**src/rtl/pair_diff_sequencer.sv**
```systemverilog
// rtl/pair_diff_sequencer.sv - pairwise abs-difference / wrapping-sum sequencer between source and result memories
module pair_diff_sequencer #(
    parameter int DATA_W = 8,
    parameter int A_AW   = 3,
    parameter int B_AW   = 2
) (
    input  logic              clk,
    input  logic              reset,
    input  logic              i_start,
    input  logic              i_mode,
    output logic [A_AW-1:0]   o_a_addr,
    input  logic [DATA_W-1:0] i_a_rd_data,
    output logic              o_b_we,
    output logic [B_AW-1:0]   o_b_addr,
    output logic [DATA_W-1:0] o_b_wr_data,
    output logic              o_busy,
    output logic              o_done
);

    typedef enum logic [2:0] {
        S_IDLE   = 3'd0,
        S_LOAD_A = 3'd1,
        S_LOAD_B = 3'd2,
        S_WRITE  = 3'd3,
        S_DONE   = 3'd4
    } state_t;

    localparam logic [B_AW-1:0] LAST_PAIR = {B_AW{1'b1}};

    state_t            r_state;
    state_t            w_next;
    logic [DATA_W-1:0] r_reg_a;
    logic [DATA_W-1:0] r_reg_b;
    logic              r_mode;
    logic [A_AW-1:0]   r_a_addr;
    logic [B_AW-1:0]   r_cnt;
    logic [B_AW-1:0]   r_b_addr;
    logic [DATA_W-1:0] r_b_wr_data;
    logic [DATA_W-1:0] w_result;
    logic              w_write;

    // State register
    always_ff @(posedge clk) begin
        if (reset) begin
            r_state <= S_IDLE;
        end else begin
            r_state <= w_next;
        end
    end

    // Next-state decode and per-state control outputs
    always_comb begin
        w_next = r_state;
        w_write = 1'b0;
        o_busy  = 1'b1;
        o_done  = 1'b0;
        case (r_state)
            S_IDLE: begin
                o_busy = 1'b0;
                if (i_start) begin
                    w_next = S_LOAD_A;
                end
            end
            S_LOAD_A: w_next = S_LOAD_B;
            S_LOAD_B: w_next = S_WRITE;
            S_WRITE: begin
                w_write = 1'b1;
                w_next  = (r_cnt == LAST_PAIR) ? S_DONE : S_LOAD_A;
            end
            S_DONE: begin
                o_done = 1'b1;
                w_next = S_IDLE;
            end
            default: begin
                o_busy = 1'b0;
                w_next = S_IDLE;
            end
        endcase
    end

    // Pair result: unsigned absolute difference or sum with carry dropped
    always_comb begin
        w_result = '0;
        if (r_mode) begin
            w_result = r_reg_a + r_reg_b;
        end else if (r_reg_a >= r_reg_b) begin
            w_result = r_reg_a - r_reg_b;
        end else begin
            w_result = r_reg_b - r_reg_a;
        end
    end

    // Operand fetch, address sequencing and hold copies of the last write
    always_ff @(posedge clk) begin
        if (reset) begin
            r_reg_a     <= '0;
            r_reg_b     <= '0;
            r_mode      <= 1'b0;
            r_a_addr    <= '0;
            r_cnt       <= '0;
            r_b_addr    <= '0;
            r_b_wr_data <= '0;
        end else begin
            case (r_state)
                S_IDLE: begin
                    if (i_start) begin
                        r_mode   <= i_mode;
                        r_a_addr <= '0;
                        r_cnt    <= '0;
                    end
                end
                S_LOAD_A: begin
                    r_reg_a  <= i_a_rd_data;
                    r_a_addr <= r_a_addr + A_AW'(1);
                end
                S_LOAD_B: begin
                    r_reg_b  <= i_a_rd_data;
                    r_a_addr <= r_a_addr + A_AW'(1);
                end
                S_WRITE: begin
                    r_b_addr    <= r_cnt;
                    r_b_wr_data <= w_result;
                    if (r_cnt != LAST_PAIR) begin
                        r_cnt <= r_cnt + B_AW'(1);
                    end
                end
                S_DONE: begin
                    r_a_addr <= '0;
                end
                default: begin
                end
            endcase
        end
    end

    // The write port shows live values in WRITE and holds the last write otherwise
    assign o_b_we      = w_write;
    assign o_b_addr    = w_write ? r_cnt : r_b_addr;
    assign o_b_wr_data = w_write ? w_result : r_b_wr_data;
    assign o_a_addr    = r_a_addr;

endmodule

```
**config.mk**
```make
export PLATFORM = sky130hd
export DESIGN_NAME = pair_diff_sequencer
export DESIGN_NICKNAME = d
export VERILOG_FILES = /design/src/rtl/pair_diff_sequencer.sv
export SDC_FILE = /design/constraint.sdc
export NUM_CORES = 1
export LEC_CHECK = 0
export CAP_MARGIN = 20
export CORE_MARGIN = 2
export CORE_UTILIZATION = 54
export CTS_CLUSTER_DIAMETER = 40
export DETAILED_ROUTE_END_ITERATION = 8
export PLACE_DENSITY = 0.77
export RECOVER_POWER = 25
export SLEW_MARGIN = 20
export SYNTH_ARGS = -nofsm -noshare
export SYNTH_HDL_FRONTEND = slang
export SYNTH_SLANG_ARGS = --single-unit
```
**constraint.sdc**
```tcl
create_clock -name clk -period 3.78 [get_ports clk]
set_clock_uncertainty 0.2 [all_clocks]
set_input_delay 1.134 -clock clk [delete_from_list [all_inputs] [get_ports clk]]
set_output_delay 1.134 -clock clk [all_outputs]
set_load 0.05 [all_outputs]
```
# Yosys cells after proc, flatten, opt, wreduce, memory -nomap -nowiden
# Cells that the tools add are included.
# classes
addsub,5
n_reduce_logical,8
mux,15
eq_ne,8
order_cmp,1
# ops
operator,count
8-bit 2-to-1 mux,3
8-bit subtractor,2
3-bit case mux with 4 select lines,1
3-bit 2-to-1 mux,3
3-bit case mux with 3 select lines,1
8-bit adder,1
8-bit greater-or-equal comparator,1
3-bit by 2-bit == test with 1-bit output (second input constant),2
2-bit 2-to-1 mux,3
2-bit inequality test (second input constant),3
2-bit case mux with 2 select lines,1
2-bit AND reduction,2
4-bit OR reduction,1
3-bit by 1-bit adder with 3-bit output (second input constant),1
3-bit by 1-bit == test with 1-bit output (second input constant),1
3-bit == test (second input constant),1
3-bit logical NOT,1
1-bit 2-to-1 mux,3
3-bit AND reduction,1
3-bit nonzero test,1
2-bit by 1-bit adder with 2-bit output (second input constant),1
2-bit == test (second input constant),1
2-bit nonzero test,1
2-bit OR reduction,1
# totals
output_inout_bits,16
elab_cells,45
reg_bits,35
input_bits,12

# Logic depth before layout (Yosys ltp)
# Gate-level depths: netlist (run 1).
# depth
depth_word,4
mapped_depth,9
ltp_nobuf,9

# Worst setup path before layout (run 1)
# Ideal clock, no wire load.
# synth_timing
path_type,register to output
start,register r_reg_a[1]
end,output o_b_wr_data[4]
t_arrival_ns,2.483
path_stages_with_launch,9
slack_ns,-0.037
path_buffers,0
required_time_ns,2.446
cell_sequence,dfxtp_1 > inv_1 > fa_1 > nand3b_4 > and2_1 > a21oi_1 > a31oi_1 > xor2_1 > a21oi_1
# synth_via
elab_chain_len,4
elab_cells_between_ends,7
classes_between,add/sub: 3; order compare: 1; mux: 3
# synth_lines
item,line_no,text
"start, declared",32,logic [DATA_W-1:0] r_reg_a;
"start signal, assigned",113,r_reg_a <= i_a_rd_data;
"8-bit subtractor, or another cell as far along",89,w_result = r_reg_b - r_reg_a;
8-bit 2-to-1 mux,86,end else if (r_reg_a >= r_reg_b) begin
8-bit 2-to-1 mux *,84,if (r_mode) begin
8-bit 2-to-1 mux *,139,assign o_b_wr_data = w_write ? w_result : r_b_wr_data;
"end, declared",15,"output logic [DATA_W-1:0] o_b_wr_data,"
# Every way passes the cells marked *; elsewhere a longest branch is shown, timed or not.

# Final worst setup path (run 1)
# layout_timing
start,register r_reg_a[0]
end,output o_b_wr_data[5]
# The elaborated chain is that of the path after synthesis.

==> impl_results.html, run 1 <==
<table>
<tr><th>Metric</th><th>Value</th></tr>
<tr><th colspan="2">Run status</th></tr>
<tr><td>Status</td><td>complete, but fails checks</td></tr>
<tr><td>Violated checks</td><td>setup timing</td></tr>
<tr><th colspan="2">Worst setup path</th></tr>
<tr><td>Critical Path End</td><td>o_b_wr_data[5]</td></tr>
<tr><td>Setup slack on the worst flop-to-flop path</td><td>990 ps</td></tr>
<tr><td>Launching element type of the critical path</td><td>register</td></tr>
<tr><td>Critical path launch point</td><td>r_reg_a[0]</td></tr>
<tr><td>Endpoint required time on the critical path</td><td>2450 ps</td></tr>
<tr><td>Endpoint arrival time on the critical path</td><td>2570 ps</td></tr>
<tr><td>Worst reg2reg startpoint</td><td>r_reg_a[0]</td></tr>
<tr><td>Maximum fanout along the worst path</td><td>4</td></tr>
<tr><td>Endpoint kind of the worst setup timing path</td><td>output port</td></tr>
<tr><td>CP Class</td><td>reg2out</td></tr>
<tr><td>Number of cells on the worst reg-to-reg path</td><td>13</td></tr>
<tr><td>Endpoint of the worst-slack reg-to-reg timing path</td><td>r_b_wr_data[5]</td></tr>
<tr><th colspan="2">Detailed routing</th></tr>
<tr><td>Drt wl/cell</td><td>about 15 um</td></tr>
<tr><td>First-pass iteration count of the detailed router</td><td>4</td></tr>
<tr><td>Count of antenna-violating nets left after detailed routing</td><td>0</td></tr>
<tr><td>DRC violation count after routing</td><td>0</td></tr>
<tr><td>Initial drt markers</td><td>169</td></tr>
<tr><td>Number of vias per cell</td><td>5.73</td></tr>
<tr><td>Number of vias in the routed layout</td><td>roughly 2.3k</td></tr>
<tr><td>Sum of routed wire length over all layers</td><td>approximately 5.9 mm</td></tr>
<tr><th colspan="2">Cells and area</th></tr>
<tr><td>Filler cell count</td><td>357</td></tr>
<tr><td>Number of nets in the final layout</td><td>slightly below 400</td></tr>
<tr><td>Layout cell share with drive strength beyond 1</td><td>0.217</td></tr>
<tr><td>Leading cell type in the layout, fill and taps excluded</td><td>sky130_fd_sc_hd__nor2_1</td></tr>
<tr><td>Count of placed standard cells in the final layout, fillers left out</td><td>about 400</td></tr>
<tr><td>Synthesis-to-finish area growth</td><td>28.0%</td></tr>
<tr><td>ANT cells</td><td>0</td></tr>
<tr><td>Final core area utilization</td><td>0.723</td></tr>
<tr><td>Highest-count cells in the layout ignoring fill and taps</td><td>sky130_fd_sc_hd__nor2_1 (44), sky130_fd_sc_hd__dfxtp_1 (30), sky130_fd_sc_hd__nand2_1 (26), sky130_fd_sc_hd__a21oi_1 (24), sky130_fd_sc_hd__buf_4 (22)</td></tr>
<tr><td>Cell area after layout</td><td>0.00319 mm2</td></tr>
<tr><th colspan="2">Yosys</th></tr>
<tr><td>Register area share after synthesis</td><td>0.281</td></tr>
<tr><td>Syn Std Cell Area</td><td>0.00249 mm2</td></tr>
<tr><td>Syn avg cell area</td><td>roughly 8.0 um2</td></tr>
<tr><td>Post-Synthesis Net Count</td><td>between 300 and 400</td></tr>
<tr><td>Post-synth cell types</td><td>a little under 50</td></tr>
<tr><td>#FFs+latches synth</td><td>35</td></tr>
<tr><td>Number of warnings reported in the yosys synthesis log</td><td>0</td></tr>
<tr><td>Instance count of the mapped netlist</td><td>between 300 and 400</td></tr>
<tr><th colspan="2">Timing</th></tr>
<tr><td>Hold WS</td><td>270 ps</td></tr>
<tr><td>Number of hold-slack violations in the final timing report</td><td>0</td></tr>
<tr><td>Crit share post-route</td><td>1.03</td></tr>
<tr><td>Total Negative Setup Slacks</td><td>-198 ps</td></tr>
<tr><td>Tightest Pin Transition</td><td>between 1000 and 1500 ps</td></tr>
<tr><td>Final setup margin</td><td>-120 ps</td></tr>
<tr><td>Worst max-slew margin expressed relative to the limit</td><td>0.00222</td></tr>
<tr><td>Setup repair after global routing missed its margin</td><td>yes</td></tr>
<tr><td>Slew Viols, Final</td><td>0</td></tr>
<tr><td>Fmax</td><td>between 200 and 300 MHz</td></tr>
<tr><td>Final-report setup violation count</td><td>5</td></tr>
<tr><td>Clock period minus worst slack</td><td>roughly 3900 ps</td></tr>
<tr><th colspan="2">Placement</th></tr>
<tr><td>Quantity of I/O buffers inserted on ports</td><td>27</td></tr>
<tr><td>Total half-perimeter wirelength after legalization and detailed placement</td><td>4.20 mm</td></tr>
<tr><td>Routability cong.</td><td>just under 0.9</td></tr>
<tr><td>Placed Area</td><td>between 0.002 and 0.003 mm2</td></tr>
<tr><td>Placed Cells incl. Taps</td><td>381</td></tr>
<tr><th colspan="2">Global route</th></tr>
<tr><td>First-pass GRT wire length</td><td>approximately 9.7 mm</td></tr>
<tr><td>Pin count of the biggest net entering global routing</td><td>36</td></tr>
<tr><td>Global Route Usage Sum</td><td>0.236</td></tr>
<tr><td>Overflow left after global routing</td><td>0</td></tr>
<tr><td>Initial antenna violation count</td><td>0</td></tr>
<tr><td>Number of global-route vias before repair</td><td>2,102</td></tr>
<tr><th colspan="2">Power and ir drop</th></tr>
<tr><td>Gate power share</td><td>0.465</td></tr>
<tr><td>Sequential Power Share</td><td>0.324</td></tr>
<tr><td>Sw frac</td><td>0.388</td></tr>
<tr><td>Clock group share of total power</td><td>0.211</td></tr>
<tr><td>Power density over the cells</td><td>roughly 400 mW/mm2</td></tr>
<tr><td>Static leakage</td><td>about 1.3 nW</td></tr>
<tr><td>Worst vdd rail ir drop</td><td>around 220 uV</td></tr>
<tr><td>Internal Pwr Total</td><td>a little under 0.8 mW</td></tr>
<tr><td>Net switching power</td><td>around 0.50 mW</td></tr>
<tr><th colspan="2">Floorplanning</th></tr>
<tr><td>Core region area</td><td>about 0.0044 mm2</td></tr>
<tr><td>Number of core rows</td><td>24</td></tr>
<tr><td>Initial standard-cell utilization of the core</td><td>0.565</td></tr>
<tr><td>I/O pin cnt</td><td>28</td></tr>
<tr><td>Height of the die</td><td>72.0 um</td></tr>
<tr><td>Die Wd</td><td>~72 um</td></tr>
<tr><td>Die area</td><td>a little over 0.005 mm2</td></tr>
<tr><th colspan="2">Min path</th></tr>
<tr><td>Worst hold-check path type</td><td>reg2reg</td></tr>
<tr><td>Launch instance of the worst min-delay path</td><td>r_b_addr[0]</td></tr>
<tr><th colspan="2">Clock tree</th></tr>
<tr><td>Max clock buf depth</td><td>2</td></tr>
<tr><td>Clock input transition at the sequential cells of the worst setup and hold paths</td><td>80 ps</td></tr>
<tr><td>CTS H-Tree Depth</td><td>2</td></tr>
<tr><td>CTS tree</td><td>yes</td></tr>
<tr><td>Master cell of the clock root buffer</td><td>sky130_fd_sc_hd__clkbuf_8</td></tr>
<tr><td>Clock net sink count</td><td>35</td></tr>
<tr><td>Inserted Clock Buffers</td><td>5</td></tr>
<tr><td>Clk Latency, worst-skew pair</td><td>between 200 and 300 ps</td></tr>
<tr><th colspan="2">Job</th></tr>
<tr><td>Number of max-cap violations</td><td>0</td></tr>
</table>
area by class of cell:
cell class | instances | area [um2] | share of cell area
clock buffer | 6 | 72.6 | 0.0227
inverter | 22 | 82.6 | 0.0259
tap | 52 | 65.1 | 0.0204
multi-input combinational | 237 | 1760 | 0.552
sequential | 35 | 707 | 0.221
clock inverter | 2 | 12.5 | 0.00392
timing repair buffer | 48 | 492 | 0.154
per-stage QoR:
stage	worst slack [ps]	power (mW)
after global routing	-227	1.36
after detailed placement	42.9	0.919
after CTS	-94.3	1.24
final	-120	1.29
after global placement	89.0	0.914
after floorplan	101	0.802
critical path, cell delays in order (launching register included):
cell and delay (ps):
sky130_fd_sc_hd__dfxtp_2 330, sky130_fd_sc_hd__inv_2 50, sky130_fd_sc_hd__ha_4 150, sky130_fd_sc_hd__fa_2 330, sky130_fd_sc_hd__nand3b_4 190, sky130_fd_sc_hd__a31o_4 260, sky130_fd_sc_hd__a221oi_2 280, sky130_fd_sc_hd__a211oi_2 90
sky130_fd_sc_hd__mux2i_1 240, sky130_fd_sc_hd__nand3_1 170, sky130_fd_sc_hd__buf_12 180
flip-flops by register name, summed over array words and instances, names as in the netlist:
name         cells
r_b_wr_data      8
o_a_addr         3
r_cnt            2
r_state          3
r_reg_b          8
r_b_addr         2
r_reg_a          8
r_mode           1
timing repair:
item	in CTS	in global routing
pin swaps	9	12
buffers inserted	7	6
endpoints found under the setup margin	7	7
gates resized for setup	21	19
hold buffers	0	0
synthesized netlist by cell type (all sizes together):
master | instances | area (um2)
nor2 | 47 | 179
dfxtp | 35 | 701
a21oi | 30 | 154
nand2 | 26 | 97.6
ha | 24 | 300
inv | 22 | 82.6
mux2i | 15 | 150
buf | 13 | 95.1
nand3 | 11 | 55.1
nor3 | 11 | 55.1
o21ai | 11 | 58.8
a31oi | 8 | 65.1
a211oi | 6 | 50.1
nand4 | 6 | 58.8
nand2b | 4 | 25.0
nand3b | 4 | 42.5
o21a | 4 | 30.0
and2 | 3 | 18.8
clkbuf | 3 | 11.3
fa | 3 | 60.1
xor2 | 3 | 26.3
a21o | 2 | 15.0
a221oi | 2 | 23.8
a22oi | 2 | 15.0
nor2b | 2 | 12.5
o311ai | 2 | 17.5
or2 | 2 | 12.5
xnor2 | 2 | 17.5
a31o | 1 | 17.5
and3 | 1 | 6.26
nor4 | 1 | 6.26
o221ai | 1 | 8.76
o31ai | 1 | 7.51
o32ai | 1 | 8.76
o41ai | 1 | 8.76
power by group through the flow:
stage          combinational (mW)  clock [mW]  sequential [mW]
4_1_cts                     0.547       0.278            0.416
2_1_floorplan               0.379           0            0.423
6_report                    0.599       0.272            0.418
5_1_grt                     0.639       0.295            0.421
3_5_place_dp                0.496           0            0.423
3_3_place_gp                0.493           0            0.422
metal layers:
metal / vias up / global-route usage / wire, um
li1: 1151 / - / -
met1: 1080 / 0.312 / 2840
met2: 59 / 0.390 / 2690
met3: 13 / 0.0472 / 298
met4: 0 / 0.0713 / 118
met5: - / 0 / 0
kinds of logic after synthesis:
logic type	Yosys count	share of synthesized area
AOI/OAI and AO/OA	72	0.193
xor gates and xnor gates	5	0.0176
adders and majority gates	27	0.145
buffers and inverters	38	0.0758
DFF	35	0.281
muxes	15	0.0602
and+or+nand+nor	118	0.228
worst min path at each step:
stage | cells after the start | end | slack, ps
after global routing | 2 | r_b_wr_data[3] | 310
after detailed placement | 2 | r_b_addr[0] | 260
after floorplan | 2 | r_b_addr[0] | 240
after global placement | 2 | r_b_addr[0] | 250
final | 2 | r_b_addr[0] | 270
after CTS | 2 | r_b_addr[0] | 270
No activity file was read; power rests on OpenSTA's default activity.
==> run 2, diff against run 1 <==
--- a/config.mk
+++ b/config.mk
@@ -10,8 +10,9 @@
 export CORE_UTILIZATION = 54
 export CTS_CLUSTER_DIAMETER = 40
 export DETAILED_ROUTE_END_ITERATION = 8
-export PLACE_DENSITY = 0.77
+export PLACE_DENSITY = 0.84
 export RECOVER_POWER = 25
+export SETUP_SLACK_MARGIN = 0.05
 export SLEW_MARGIN = 20
 export SYNTH_ARGS = -nofsm -noshare
 export SYNTH_HDL_FRONTEND = slang
==> run 2 against run 1 <==
The flow finishes with violations (capacitance limit, slew limit, setup timing). Final area up 3.9%. Core utilization up 2.8 points. Final cell count rose by 2.2%. Total power is 8.7% higher. Die area did not move. Combinational power grew 7.5%. Worst setup slack lost 84 ps. Register-to-register slack worse by 270 ps. Hold slack worse by 3.0 ps. Sequential cell count is the same. Global-route usage grew 2.6 points. First-iteration DRC count grew 18%. Critical endpoint unchanged. Largest cell class unchanged. Largest power group unchanged.
==> impl_results.html, run 2 (synthesis results as in run 1) <==
<table>
<tr><th>Metric</th><th>Value</th></tr>
<tr><th colspan="2">Detailed routing</th></tr>
<tr><td>Number of vias in the routed layout</td><td>2,499</td></tr>
<tr><td>Number of vias per cell</td><td>between 6 and 7</td></tr>
<tr><td>Drt wl/cell</td><td>16.8 um</td></tr>
<tr><td>First-pass iteration count of the detailed router</td><td>7</td></tr>
<tr><td>Count of antenna-violating nets left after detailed routing</td><td>0</td></tr>
<tr><td>DRC violation count after routing</td><td>0</td></tr>
<tr><td>Sum of routed wire length over all layers</td><td>roughly 7 mm</td></tr>
<tr><td>Initial drt markers</td><td>200</td></tr>
<tr><th colspan="2">Power and ir drop</th></tr>
<tr><td>Static leakage</td><td>~1.4 nW</td></tr>
<tr><td>Tot Pwr</td><td>1.40 mW</td></tr>
<tr><td>Power density over the cells</td><td>roughly 420 mW/mm2</td></tr>
<tr><td>Worst vdd rail ir drop</td><td>218 uV</td></tr>
<tr><th colspan="2">Global route</th></tr>
<tr><td>Overflow left after global routing</td><td>0</td></tr>
<tr><td>Global Route Usage Sum</td><td>0.262</td></tr>
<tr><td>Number of global-route vias before repair</td><td>2,236</td></tr>
<tr><td>Met1 Resource Use GR</td><td>0.325</td></tr>
<tr><td>Met3 Resource Use GR</td><td>0.0694</td></tr>
<tr><td>Initial antenna violation count</td><td>0</td></tr>
<tr><td>Pin count of the biggest net entering global routing</td><td>36</td></tr>
<tr><td>Global route hottest layer</td><td>met2</td></tr>
<tr><td>Routing usage on met2</td><td>0.436</td></tr>
<tr><td>First-pass GRT wire length</td><td>10.6 mm</td></tr>
<tr><th colspan="2">Worst setup path</th></tr>
<tr><td>Critical path, cell by cell</td><td>inv_2, ha_4, fa_2, nand3b_4, a31oi_4, nor2_4, a211oi_2, mux2i_1, nand3_1, buf_12</td></tr>
<tr><td>Endpoint of the worst-slack reg-to-reg timing path</td><td>r_b_wr_data[7]</td></tr>
<tr><td>Worst reg2reg startpoint</td><td>r_reg_a[2]</td></tr>
<tr><td>CP Class</td><td>reg2out</td></tr>
<tr><td>Launching element type of the critical path</td><td>register</td></tr>
<tr><td>Max incr delay on CP</td><td>between 300 and 400 ps</td></tr>
<tr><td>Endpoint required time on the critical path</td><td>about 2500 ps</td></tr>
<tr><td>Critical path launch point</td><td>r_reg_a[0]</td></tr>
<tr><td>Setup slack on the worst flop-to-flop path</td><td>roughly 720 ps</td></tr>
<tr><td>Family of cells with the greatest summed delay on the critical path</td><td>compound AO/OA/AOI/OAI gates</td></tr>
<tr><td>Endpoint arrival time on the critical path</td><td>about 2700 ps</td></tr>
<tr><td>Number of cells on the worst reg-to-reg path</td><td>14</td></tr>
<tr><td>Number of buffers and inverters on the critical path</td><td>2</td></tr>
<tr><td>Cell with the largest stage delay on the worst path</td><td>sky130_fd_sc_hd__fa_2</td></tr>
<tr><td>Maximum fanout along the worst path</td><td>6</td></tr>
<tr><td>Endpoint kind of the worst setup timing path</td><td>output port</td></tr>
<tr><th colspan="2">Cells and area</th></tr>
<tr><td>Cell area after layout</td><td>between 0.003 and 0.004 mm2</td></tr>
<tr><td>Synthesis-to-finish area growth</td><td>33.0%</td></tr>
<tr><td>Layout cell share with drive strength beyond 1</td><td>0.245</td></tr>
<tr><td>Largest registers</td><td>r_b_wr_data (8), r_reg_a (8), r_reg_b (8)</td></tr>
<tr><td>Final core area utilization</td><td>0.751</td></tr>
<tr><td>Highest-count cells in the layout ignoring fill and taps</td><td>sky130_fd_sc_hd__nor2_1 (44), sky130_fd_sc_hd__buf_4 (32), sky130_fd_sc_hd__dfxtp_1 (31), sky130_fd_sc_hd__nand2_1 (26), sky130_fd_sc_hd__a21oi_1 (24)</td></tr>
<tr><td>Count of placed standard cells in the final layout, fillers left out</td><td>between 400 and 500</td></tr>
<tr><td>Number of nets in the final layout</td><td>around 400</td></tr>
<tr><td>Leading cell type in the layout, fill and taps excluded</td><td>sky130_fd_sc_hd__nor2_1</td></tr>
<tr><td>ANT cells</td><td>0</td></tr>
<tr><th colspan="2">Clock tree</th></tr>
<tr><td>Max clock buf depth</td><td>2</td></tr>
<tr><td>CTS tree</td><td>yes</td></tr>
<tr><td>CTS H-Tree Depth</td><td>2</td></tr>
<tr><td>Clock net sink count</td><td>35</td></tr>
<tr><td>Inserted Clock Buffers</td><td>5</td></tr>
<tr><td>Master cell of the clock root buffer</td><td>sky130_fd_sc_hd__clkbuf_8</td></tr>
<tr><td>Clock input transition at the sequential cells of the worst setup and hold paths</td><td>about 70 ps</td></tr>
<tr><td>Post-CTS Hold Buffers</td><td>0</td></tr>
<tr><td>Clk Latency, worst-skew pair</td><td>a little over 300 ps</td></tr>
<tr><th colspan="2">Timing</th></tr>
<tr><td>Number of hold-slack violations in the final timing report</td><td>0</td></tr>
<tr><td>Final-report setup violation count</td><td>7</td></tr>
<tr><td>Final setup margin</td><td>-204 ps</td></tr>
<tr><td>Total Negative Setup Slacks</td><td>-635 ps</td></tr>
<tr><td>Fmax</td><td>251 MHz</td></tr>
<tr><td>Setup repair after global routing missed its margin</td><td>yes</td></tr>
<tr><td>Worst max-slew margin expressed relative to the limit</td><td>-0.0248</td></tr>
<tr><td>Hold WS</td><td>267 ps</td></tr>
<tr><td>Crit share post-route</td><td>1.05</td></tr>
<tr><td>Slew Viols, Final</td><td>36</td></tr>
<tr><td>Tightest Pin Transition</td><td>~1500 ps</td></tr>
<tr><td>Clock period minus worst slack</td><td>around 4000 ps</td></tr>
<tr><th colspan="2">Floorplanning</th></tr>
<tr><td>Core region area</td><td>between 0.004 and 0.005 mm2</td></tr>
<tr><td>Height of the die</td><td>72.0 um</td></tr>
<tr><td>Initial standard-cell utilization of the core</td><td>0.565</td></tr>
<tr><td>Die Wd</td><td>72.0 um</td></tr>
<tr><td>I/O pin cnt</td><td>28</td></tr>
<tr><td>Number of core rows</td><td>24</td></tr>
<tr><td>Die area</td><td>between 0.005 and 0.006 mm2</td></tr>
<tr><th colspan="2">Run status</th></tr>
<tr><td>Status</td><td>complete, but fails checks</td></tr>
<tr><td>Violated checks</td><td>capacitance limit, slew limit, setup timing</td></tr>
<tr><th colspan="2">Placement</th></tr>
<tr><td>Total half-perimeter wirelength after legalization and detailed placement</td><td>4.03 mm</td></tr>
<tr><td>Quantity of I/O buffers inserted on ports</td><td>27</td></tr>
<tr><td>Worst-case setup slack after placement</td><td>29.3 ps</td></tr>
<tr><td>Placed Area</td><td>between 0.002 and 0.003 mm2</td></tr>
<tr><td>Routability cong.</td><td>between 0.9 and 1</td></tr>
<tr><td>Placed Cells incl. Taps</td><td>380</td></tr>
<tr><th colspan="2">Job</th></tr>
<tr><td>Number of max-cap violations</td><td>1</td></tr>
<tr><th colspan="2">Min path</th></tr>
<tr><td>Worst hold-check path type</td><td>reg2reg</td></tr>
<tr><td>Terminating pin of the worst hold path</td><td>r_b_addr[0]</td></tr>
<tr><td>Launch instance of the worst min-delay path</td><td>r_b_addr[0]</td></tr>
<tr><td>Cell count of the worst hold path</td><td>2</td></tr>
</table>
## run 2: cell types whose count changed in the layout (fill, tap and decap cells not counted), sizes merged
cell	previous run	this run
bufinv	0	1
clkinvlp	1	0
clkinv	1	0
buf	31	41
## run 2: worst reg2reg max path, stage by stage, from the launching register on
cell and delay (ps):
sky130_fd_sc_hd__dfxtp_1 360, sky130_fd_sc_hd__inv_1 90, sky130_fd_sc_hd__ha_4 310, sky130_fd_sc_hd__a21oi_1 220, sky130_fd_sc_hd__a21oi_1 130, sky130_fd_sc_hd__o311ai_0 480, sky130_fd_sc_hd__a21oi_2 130, sky130_fd_sc_hd__mux2i_1 160
sky130_fd_sc_hd__buf_4 150, sky130_fd_sc_hd__buf_4 120, sky130_fd_sc_hd__buf_4 120, sky130_fd_sc_hd__buf_4 120, sky130_fd_sc_hd__buf_4 120, sky130_fd_sc_hd__buf_4 120, sky130_fd_sc_hd__a31oi_1 160
## run 2: per-layer routing
layer  vias up  part of all wire
li1       1174                 -
met1      1161              0.41
met2       130              0.48
met3        34             0.081
met4         0             0.030
met5         -                 0
## run 2: area by class of cell
cell class	instances	area [um2]
multi-input cells	237	1790
fillers	281	1100
flip-flops and latches	35	706
repair buffers	58	567
inverters	22	82.6
clock buffers	6	72.6
well taps	52	65.1
clock inverters	1	30.0
## run 2: repair_timing
action / CTS / global route
endpoints found under the setup margin: 7 / 7
pin swaps: 11 / 10
buffers inserted: 19 / 5
resized for setup: 26 / 19
## run 2: worst max path at each step
stage	slack, ps	to	cells after the start
6_report	-200	o_b_wr_data[5]	10
5_1_grt	-270	o_b_wr_data[5]	10
4_1_cts	-120	o_b_wr_data[5]	10
3_5_place_dp	30	o_b_wr_data[5]	10
3_3_place_gp	110	o_b_wr_data[5]	10
2_1_floorplan	100	o_b_wr_data[5]	8
## run 2: power by group
group / switching, mW / internal [mW]
Clock: 0.145 / 0.193
Sequential: 0.0269 / 0.392
Combinational: 0.361 / 0.284
==> run 3, diff against run 2 <==
--- a/config.mk
+++ b/config.mk
@@ -12,6 +12,7 @@
 export DETAILED_ROUTE_END_ITERATION = 8
 export PLACE_DENSITY = 0.84
 export RECOVER_POWER = 25
+export REMOVE_ABC_BUFFERS = 1
 export SETUP_SLACK_MARGIN = 0.05
 export SLEW_MARGIN = 20
 export SYNTH_ARGS = -nofsm -noshare
==> run 3 against run 2 <==
The run still ends with capacitance limit, slew limit, setup timing left. Die area stayed put. Global-route usage rose by 1.1 points. Sequential share of layout area grew 0.081 points. Critical path depth decreased by 1. Combinational power up 9.6%. Total power is 5.0% higher. Clock power increased by 3%. Fmax down 2.3%. Critical path type unchanged.
==> impl_results.html, run 3 (synthesis results as in run 1) <==
<table>
<tr><th>Metric</th><th>Value</th></tr>
<tr><th colspan="2">Run status</th></tr>
<tr><td>Status</td><td>complete, but fails checks</td></tr>
<tr><td>Violated checks</td><td>capacitance limit, slew limit, setup timing</td></tr>
<tr><th colspan="2">Worst setup path</th></tr>
<tr><td>CP Class</td><td>reg2out</td></tr>
<tr><td>Maximum fanout along the worst path</td><td>10</td></tr>
<tr><td>Setup slack on the worst flop-to-flop path</td><td>between 700 and 800 ps</td></tr>
<tr><td>Critical path, cell by cell</td><td>inv_1, ha_4, a21oi_2, o21a_2, o311ai_0, a21oi_2, mux2i_1, nand3_1, buf_6</td></tr>
<tr><td>Cell repeated most along the worst path</td><td>sky130_fd_sc_hd__a21oi_2</td></tr>
<tr><td>Endpoint kind of the worst setup timing path</td><td>output port</td></tr>
<tr><td>Endpoint required time on the critical path</td><td>between 2000 and 2500 ps</td></tr>
<tr><td>Worst reg2reg startpoint</td><td>r_reg_a[0]</td></tr>
<tr><td>Number of cells on the worst reg-to-reg path</td><td>14</td></tr>
<tr><td>Endpoint arrival time on the critical path</td><td>2750 ps</td></tr>
<tr><td>Endpoint of the worst-slack reg-to-reg timing path</td><td>r_b_wr_data[6]</td></tr>
<tr><td>Cell with the largest stage delay on the worst path</td><td>sky130_fd_sc_hd__dfxtp_1</td></tr>
<tr><td>Critical path launch point</td><td>r_reg_a[5]</td></tr>
<tr><td>Launching element type of the critical path</td><td>register</td></tr>
<tr><td>Family of cells with the greatest summed delay on the critical path</td><td>compound AO/OA/AOI/OAI gates</td></tr>
<tr><td>Number of stages on the worst setup path</td><td>9</td></tr>
<tr><td>Critical Path End</td><td>o_b_wr_data[7]</td></tr>
<tr><td>Max incr delay on CP</td><td>370 ps</td></tr>
<tr><td>Number of buffers and inverters on the critical path</td><td>2</td></tr>
<tr><th colspan="2">Timing</th></tr>
<tr><td>Tightest Pin Transition</td><td>1520 ps</td></tr>
<tr><td>Fmax</td><td>245 MHz</td></tr>
<tr><td>Final setup margin</td><td>-299 ps</td></tr>
<tr><td>Slew Viols, Final</td><td>36</td></tr>
<tr><td>Hold WS</td><td>approximately 270 ps</td></tr>
<tr><td>Worst max-slew margin expressed relative to the limit</td><td>-0.0114</td></tr>
<tr><td>Clock period minus worst slack</td><td>4080 ps</td></tr>
<tr><td>Final-report setup violation count</td><td>7</td></tr>
<tr><td>Setup repair after global routing missed its margin</td><td>yes</td></tr>
<tr><td>Number of hold-slack violations in the final timing report</td><td>0</td></tr>
<tr><td>Crit share post-route</td><td>1.08</td></tr>
<tr><th colspan="2">Clock tree</th></tr>
<tr><td>Inserted Clock Buffers</td><td>5</td></tr>
<tr><td>Max clock buf depth</td><td>2</td></tr>
<tr><td>CTS H-Tree Depth</td><td>2</td></tr>
<tr><td>Post-CTS Hold Buffers</td><td>0</td></tr>
<tr><td>Master cell of the clock root buffer</td><td>sky130_fd_sc_hd__clkbuf_8</td></tr>
<tr><td>Clock input transition at the sequential cells of the worst setup and hold paths</td><td>about 80 ps</td></tr>
<tr><td>Clock net sink count</td><td>35</td></tr>
<tr><td>CTS tree</td><td>yes</td></tr>
<tr><td>Clk Latency, worst-skew pair</td><td>around 300 ps</td></tr>
<tr><th colspan="2">Detailed routing</th></tr>
<tr><td>Count of antenna-violating nets left after detailed routing</td><td>0</td></tr>
<tr><td>Number of vias in the routed layout</td><td>roughly 2.5k</td></tr>
<tr><td>DRC violation count after routing</td><td>0</td></tr>
<tr><td>Sum of routed wire length over all layers</td><td>7.45 mm</td></tr>
<tr><td>Initial drt markers</td><td>about 310</td></tr>
<tr><td>Drt wl/cell</td><td>~18 um</td></tr>
<tr><td>Number of vias per cell</td><td>around 6.2</td></tr>
<tr><td>First-pass iteration count of the detailed router</td><td>6</td></tr>
<tr><th colspan="2">Cells and area</th></tr>
<tr><td>Leading cell type in the layout, fill and taps excluded</td><td>sky130_fd_sc_hd__nor2_1</td></tr>
<tr><td>Area of all sequential standard cells</td><td>roughly 710 um2</td></tr>
<tr><td>Layout cell share with drive strength beyond 1</td><td>0.249</td></tr>
<tr><td>Filler cell count</td><td>285</td></tr>
<tr><td>Largest registers</td><td>r_b_wr_data (8), r_reg_a (8), r_reg_b (8)</td></tr>
<tr><td>Highest-count cells in the layout ignoring fill and taps</td><td>sky130_fd_sc_hd__nor2_1 (44), sky130_fd_sc_hd__dfxtp_1 (31), sky130_fd_sc_hd__buf_4 (28), sky130_fd_sc_hd__nand2_1 (26), sky130_fd_sc_hd__a21oi_1 (23)</td></tr>
<tr><td>ANT cells</td><td>0</td></tr>
<tr><td>Area of the multi-input gates</td><td>0.00178 mm2</td></tr>
<tr><td>Cell area after layout</td><td>0.00330 mm2</td></tr>
<tr><td>Number of nets in the final layout</td><td>approximately 400</td></tr>
<tr><td>Synthesis-to-finish area growth</td><td>32.5%</td></tr>
<tr><th colspan="2">Min path</th></tr>
<tr><td>Worst hold-check path type</td><td>reg2reg</td></tr>
<tr><th colspan="2">Global route</th></tr>
<tr><td>Global Route Usage Sum</td><td>0.273</td></tr>
<tr><td>Pin count of the biggest net entering global routing</td><td>36</td></tr>
<tr><td>Initial antenna violation count</td><td>0</td></tr>
<tr><td>First-pass GRT wire length</td><td>11.0 mm</td></tr>
<tr><td>Number of global-route vias before repair</td><td>approximately 2.3k</td></tr>
<tr><td>Overflow left after global routing</td><td>0</td></tr>
<tr><th colspan="2">Placement</th></tr>
<tr><td>Quantity of I/O buffers inserted on ports</td><td>27</td></tr>
<tr><td>Routability cong.</td><td>between 0.9 and 1</td></tr>
<tr><td>Placed Area</td><td>between 0.002 and 0.003 mm2</td></tr>
<tr><td>Total half-perimeter wirelength after legalization and detailed placement</td><td>4.10 mm</td></tr>
<tr><th colspan="2">Floorplanning</th></tr>
<tr><td>I/O pin cnt</td><td>28</td></tr>
<tr><td>Height of the die</td><td>72.0 um</td></tr>
<tr><td>Die Wd</td><td>72.0 um</td></tr>
<tr><td>Core region area</td><td>~0.0044 mm2</td></tr>
<tr><td>Number of core rows</td><td>24</td></tr>
<tr><td>Initial standard-cell utilization of the core</td><td>0.565</td></tr>
<tr><td>Die area</td><td>0.00518 mm2</td></tr>
<tr><th colspan="2">Power and ir drop</th></tr>
<tr><td>Static leakage</td><td>~1.4 nW</td></tr>
<tr><td>Internal Pwr Total</td><td>~0.9 mW</td></tr>
<tr><td>Net switching power</td><td>0.573 mW</td></tr>
<tr><td>Power density over the cells</td><td>between 400 and 500 mW/mm2</td></tr>
<tr><td>Sequential Power Share</td><td>0.283</td></tr>
<tr><td>Sw frac</td><td>0.389</td></tr>
<tr><td>Clock group share of total power</td><td>0.237</td></tr>
<tr><td>Gate power share</td><td>0.480</td></tr>
<tr><td>Worst vdd rail ir drop</td><td>between 200 and 300 uV</td></tr>
<tr><td>Tot Pwr</td><td>1.47 mW</td></tr>
<tr><th colspan="2">Job</th></tr>
<tr><td>Number of max-cap violations</td><td>1</td></tr>
</table>
run 3: layout make-up:
cell class                      instances  area share
Sequential cell                        35       0.214
Inverter                               22      0.0250
Multi-Input combinational cell        237       0.538
Clock inverter                          3      0.0133
Tap cell                               52      0.0197
Timing Repair Buffer                   56       0.169
Clock buffer                            5      0.0208
run 3: timing repair:
item                                    CTS  global route
cloned                                    0             0
endpoints found under the setup margin    7             7
gates resized for setup                  38             7
setup buffers                            16             7
pin swaps                                19            10
run 3: worst min path at each step:
stage / startpoint / endpoint / slack [ps] / cells after the start
floorplan: r_b_addr[0] / r_b_addr[0] / 240 / 2
global placement: r_b_addr[0] / r_b_addr[0] / 250 / 2
detailed placement: r_b_addr[1] / r_b_addr[1] / 260 / 2
CTS: r_b_addr[1] / r_b_addr[1] / 270 / 2
global route: r_b_wr_data[7] / r_b_wr_data[7] / 310 / 2
finish: r_b_addr[1] / r_b_addr[1] / 270 / 2
run 3: worst reg2reg max path, cell delays in order, from the launching register on:
cell and delay, ps:
sky130_fd_sc_hd__dfxtp_2 340, sky130_fd_sc_hd__inv_2 50, sky130_fd_sc_hd__ha_4 150, sky130_fd_sc_hd__fa_2 360, sky130_fd_sc_hd__nand3b_4 200, sky130_fd_sc_hd__a31oi_4 340
sky130_fd_sc_hd__o221ai_2 150, sky130_fd_sc_hd__o311ai_2 120, sky130_fd_sc_hd__mux2i_1 310, sky130_fd_sc_hd__buf_4 160, sky130_fd_sc_hd__buf_4 90, sky130_fd_sc_hd__buf_4 100
sky130_fd_sc_hd__buf_4 100, sky130_fd_sc_hd__buf_4 100, sky130_fd_sc_hd__a31oi_1 60
run 3: power by group through the flow:
stage | clock, mW | combinational [mW] | sequential (mW)
floorplan | 0 | 0.353 | 0.428
global placement | 0 | 0.480 | 0.419
detailed placement | 0 | 0.493 | 0.421
CTS | 0.347 | 0.603 | 0.414
global route | 0.367 | 0.740 | 0.420
finish | 0.348 | 0.706 | 0.417
run 3: metrics by stage:
| step | setup WS, ps | cells | TNS, ps | util |
|---|---|---|---|---|
| finish | -299 | 410 | -1380 | 0.749 |
| floorplan | -98.4 | 294 | -98.4 | - |
| CTS | -102 | 404 | -296 | 0.732 |
| global route | -371 | 410 | -2040 | 0.749 |
| global placement | 119 | 380 | 0 | 0.642 |
| detailed placement | 73.7 | 380 | 0 | 0.642 |
run 3: layer usage:
layer | track usage | part of all wire | routed length (um) | vias up
met4 | 0.143 | 0.062 | 459 | 0
met1 | 0.346 | 0.38 | 2840 | 1164
li1 | - | - | - | 1163
met5 | 0 | 0 | 0 | -
met2 | 0.448 | 0.47 | 3520 | 170
met3 | 0.0458 | 0.085 | 634 | 45
